===== config.mk =====
export PLATFORM = sky130hd
export DESIGN_NAME = instr_fetch_unit
export DESIGN_NICKNAME = d
export VERILOG_FILES = /design/src/rtl/instr_fetch_unit.sv
export SDC_FILE = /design/constraint.sdc
export NUM_CORES = 1
export LEC_CHECK = 0
export BUFFER_PORTS_ARGS = -buffer_cell sky130_fd_sc_hd__clkbuf_2
export CORE_UTILIZATION = 50
export CTS_CLUSTER_DIAMETER = 40
export DETAILED_ROUTE_END_ITERATION = 10
export MAX_ROUTING_LAYER = met4
export PLACE_DENSITY_LB_ADDON = 0.12
export SYNTH_ARGS = -nofsm -noshare
export SYNTH_HDL_FRONTEND = slang
export SYNTH_SLANG_ARGS = --single-unit
export TNS_END_PERCENT = 5

===== constraint.sdc =====
create_clock -name clk -period 2.6 [get_ports clk]
set_input_delay 0.13 -clock clk [delete_from_list [all_inputs] [get_ports clk]]
set_output_delay 0.13 -clock clk [all_outputs]
set_load 0.1 [all_outputs]

===== src/rtl/instr_fetch_unit.sv =====
// Fetch stage of the multicycle CPU: PC register, synchronous-read IM addressing,
// instruction register with a valid/ready handshake, redirects and an accept counter.
module instr_fetch_unit #(
    parameter logic [31:0] RESET_PC = 32'h0000_0000,
    parameter int          IM_AW    = 10
) (
    input  logic             clk,
    input  logic             rst,
    output logic [IM_AW-1:0] im_addr,
    input  logic [31:0]      im_dout,
    output logic             ir_valid,
    input  logic             ir_ready,
    output logic [31:0]      ir,
    output logic [31:0]      ir_pc,
    output logic [31:0]      pc,
    input  logic             redirect,
    input  logic [31:0]      redirect_pc,
    output logic             misalign_err,
    output logic [31:0]      fetch_count
);

    localparam logic [1:0] F_ADDR = 2'd0;
    localparam logic [1:0] F_WAIT = 2'd1;
    localparam logic [1:0] HOLD   = 2'd2;

    localparam logic [31:0] RESET_PC_ALIGNED = {RESET_PC[31:2], 2'b00};

    logic [1:0] state;
    logic       accept;

    // The IM registers this address itself, so the word arrives one edge later.
    assign im_addr = pc[IM_AW+1:2];
    assign accept  = ir_valid & ir_ready;

    // NOTE: all state here is updated with non-blocking assignments so every register
    // samples the pre-edge values of its neighbours, regardless of statement order.
    always_ff @(posedge clk) begin
        if (rst) begin
            pc           <= RESET_PC_ALIGNED;
            ir           <= 32'h0;
            ir_pc        <= 32'h0;
            ir_valid     <= 1'b0;
            misalign_err <= 1'b0;
            fetch_count  <= 32'h0;
            state        <= F_ADDR;
        end else begin
            // An accepted instruction counts even when a redirect lands in the same cycle.
            if (accept) begin
                fetch_count <= fetch_count + 32'd1;
            end

            if (redirect) begin
                pc       <= {redirect_pc[31:2], 2'b00};
                ir_valid <= 1'b0;
                state    <= F_ADDR;
                if (redirect_pc[1:0] != 2'b00) begin
                    misalign_err <= 1'b1;
                end
            end else begin
                case (state)
                    F_ADDR: begin
                        state <= F_WAIT;
                    end
                    F_WAIT: begin
                        ir       <= im_dout;
                        ir_pc    <= pc;
                        ir_valid <= 1'b1;
                        state    <= HOLD;
                    end
                    HOLD: begin
                        if (accept) begin
                            pc       <= pc + 32'd4;
                            ir_valid <= 1'b0;
                            state    <= F_ADDR;
                        end
                    end
                    default: begin
                        ir_valid <= 1'b0;
                        state    <= F_ADDR;
                    end
                endcase
            end
        end
    end

endmodule


==> Flow_metrics.wiki <==
{| class="wikitable"
! Metric !! Value
|-
| # H-tree levels || 4
|-
| Highest net fanout along the worst path || 11
|-
| First-pass GRT wire length || roughly 26 mm
|-
| Maximum clock frequency || about 480 MHz
|-
| Static leakage power || about 3.2 nW
|-
| Type of destination of the critical path || flop
|-
| Headroom to the max-slew limit || around 56%
|-
| Clock root buffer || clkbuf_16
|-
| Residual antenna-violating net count after detailed routing || 0
|-
| Classification of the worst-slack hold path || primary input to flop
|-
| TritonCTS clock tree || done
|-
| Post-synthesis to final-layout area growth || 37.7%
|-
| Detail Placement HPWL || 10.6 mm
|-
| Placer Congestion || ~0.83
|-
| Fin crit share || 80.3%
|-
| Starting density of the core || between 50% and 60%
|-
| Remaining routing DRC violations || 0
|-
| Overall routing resource usage || approximately 29%
|-
| Share of final-layout standard cells stronger than drive strength 1 || a little over a quarter
|-
| Top post-synthesis cells by area || dfxtp_1, nand2_1, a21oi_1
|-
| Status || finished, final reports clean
|-
| Number of distinct library cell variants in the gate-level netlist after synthesis || 45
|-
| Worst slew pin tran || between 600 and 700 ps
|-
| Area of the die || around 12000 µm²
|-
| Critical-path top delay cell || or4_1
|-
| Maximum number of pins on one net before global-route repair || 66
|-
| Longest individual stage delay on the worst path || 520 ps
|-
| Leading register cell type out of synthesis || dfxtp_1
|-
| Number of vias in the routed layout || about 6100
|-
| Share of the synthesized area in the top cell type || between 40% and 50%
|-
| Initial DRC Count || 345
|-
| Grt total ovfl || 0
|-
| Pre-antenna DRT Iters || 5
|-
| Share of flip-flops with an asynchronous set or reset || 0%
|-
| Latest clock arrival within the worst-skew pair || roughly 420 ps
|-
| Net count of the finished layout || between 1000 and 1500
|-
| Required time worst endpoint || 2930 ps
|-
| Critical Setup Path Class || flop to flop
|-
| FF-to-FF setup slack || around 510 ps
|-
| Cell Area, Synth || 5740 µm²
|-
| Setup Skew || 5.21 ps
|-
| Final period demand of the worst path || about 2100 ps
|-
| Setup repair after global routing missed its margin || false
|-
| MaxCap Viol Count || 0
|-
| Post-route cell area || slightly below 8000 µm²
|-
| Cell taking the most area after synthesis || dfxtp_1
|-
| Setup Viol. Count Final || 0
|-
| Top-level I/O count || roughly 210
|-
| Pwr/cell area || slightly below 700 nW/µm²
|-
| Flip-flop and latch count after synthesis || 128
|-
| Number of enable-type register cells in the synthesized netlist || 0
|-
| Cells along the critical path || ha_1 -> nand2_1 -> or3_4 -> or4_1 -> a311oi_1
|-
| Vias in the first global route || 5469
|-
| Final count of hold timing violations || 0
|-
| Count of clock tree sinks || roughly 130
|-
| Most common cell after layout, fill and taps aside || clkbuf_2
|-
| Clock edge transition at the registers on the reported setup and hold paths || around 60 ps
|-
| Cell area after placement || approximately 6700 µm²
|-
| Total CTS buffers || 17
|-
| Commonest cells after routing, fill and taps aside || clkbuf_2, nand2_1, dfxtp_1
|-
| Number of inserted diodes || 0
|-
| Final core utilization || a little under three quarters
|-
| Number of warnings issued by yosys || 0
|-
| PortBufs || between 200 and 250
|-
| Antenna violations before repair || 0
|-
| Detailed-route wire length || ~16 mm
|-
| Average cell area after synthesis || approximately 8.0 µm²
|-
| Critical Path AT || about 2400 ps
|-
| Die height || roughly 110 µm
|-
| Fin. max-slew vios || 0
|-
| Post-CTS setup-driven buffer insertion count || 0
|-
| FP Rows || 38
|-
| Average routed wire per standard cell || roughly 15 µm
|-
| Number of instances in the synthesized netlist || approximately 710
|-
| Sequential-to-total area share from yosys stat || 44.7%
|-
| Maximum count of clock buffers along a single path || 2
|-
| Chip Width || about 110 µm
|-
| Core region area || roughly 11000 µm²
|-
| Vias per cell || 5.55
|-
| Kind of start point of the critical path || flop
|-
| Worst-case vdd ir drop || slightly above 0.0005 V
|}
sequential cells by signal, indices dropped and copies added (netlist names):
register / count
fetch_count: 32
ir: 32
ir_pc: 30
pc: 30
state: 2
ir_valid: 1
misalign_err: 1
per-stage QoR:
step / std cells / total power, mW / TNS [ps] / setup WS, ps / hold WS [ps]
CTS: 1093 / 5.41 / 0 / 516 / 4.90
detailed placement: 1004 / 2.98 / 0 / 524 / 359
global placement: 1004 / 2.97 / 0 / 583 / 352
finish: 1093 / 5.39 / 0 / 513 / 8.62
global route: 1093 / 5.56 / 0 / 308 / 25.7
floorplan: 717 / 2.82 / -10.3 / -10.3 / 264
timing repair:
action / 4_1_cts / 5_1_grt
hold endpoints to repair: 57 / 0
gates resized for setup: 0 / 0
hold buffers: 57 / 0
worst paths after layout:
path / depth (start not counted) / from / endpoint
max reg2reg: 5 / pc[2]$_SDFFE_PP0P_ / pc[20]$_SDFFE_PP0P_
max: 5 / pc[2]$_SDFFE_PP0P_ / pc[20]$_SDFFE_PP0P_
min: 3 / redirect_pc[0] / misalign_err$_SDFFE_PP0P_
min reg2reg: 2 / ir_pc[17]$_SDFFE_PP0P_ / ir_pc[17]$_SDFFE_PP0P_
final cells by class:
cell class	instances	area [µm²]
Clock buffer	17	425
Clock inverter	15	170
Fill cell	863	3130
Inverter	18	67.6
Multi-Input combinational cell	508	2830
Sequential cell	128	2570
Tap cell	140	175
Timing Repair Buffer	267	1670
power breakdown:
part           switching (mW)  internal [mW]
Clock                   0.885           1.50
Combinational           0.711          0.199
Sequential             0.0775           2.02
cell families after synthesis:
group                      count (synthesis)  synth area share [%]
and+or+nand+nor                          323                  27.7
muxes                                      4                 0.785
adders and majority gates                  2                 0.436
AOI/OAI and AO/OA                        155                  16.8
DFF                                      128                  44.7
xor gates and xnor gates                  20                  3.05
other                                      1                0.0654
buffers and inverters                     81                  6.48
worst max-delay path: cells and delay by family (launching register included):
kind                     cells  cell delay, ps
AND/OR/NAND/NOR              3            1130
flip-flops                   1             400
AO/OA/AOI/OAI                1             250
adder cells (fa/ha/maj)      1             220
Yosys cell counts (all sizes together) (3+ instances only):
library cell / count
nand2: 151
nor2b: 5
or4: 21
inv: 18
a21oi: 84
and2: 3
a311oi: 9
and4: 13
dfxtp: 128
o31ai: 22
nand3: 26
o21ai: 8
xor2: 7
clkbuf: 45
nor4: 15
buf: 18
xnor2: 13
or3: 9
mux2: 4
a211oi: 16
a2111oi: 5
and3: 4
nor2: 43
nand4: 15
nor3: 10
layer usage:
metal	vias to the layer above	global-route usage [%]	share of wire, %
li1	2977	-	-
met1	2831	33.4	43
met2	227	47.3	49
met3	30	6.99	6.3
met4	0	11.1	2.4
met5	-	-	0
Power figures use the tool's default switching activity.
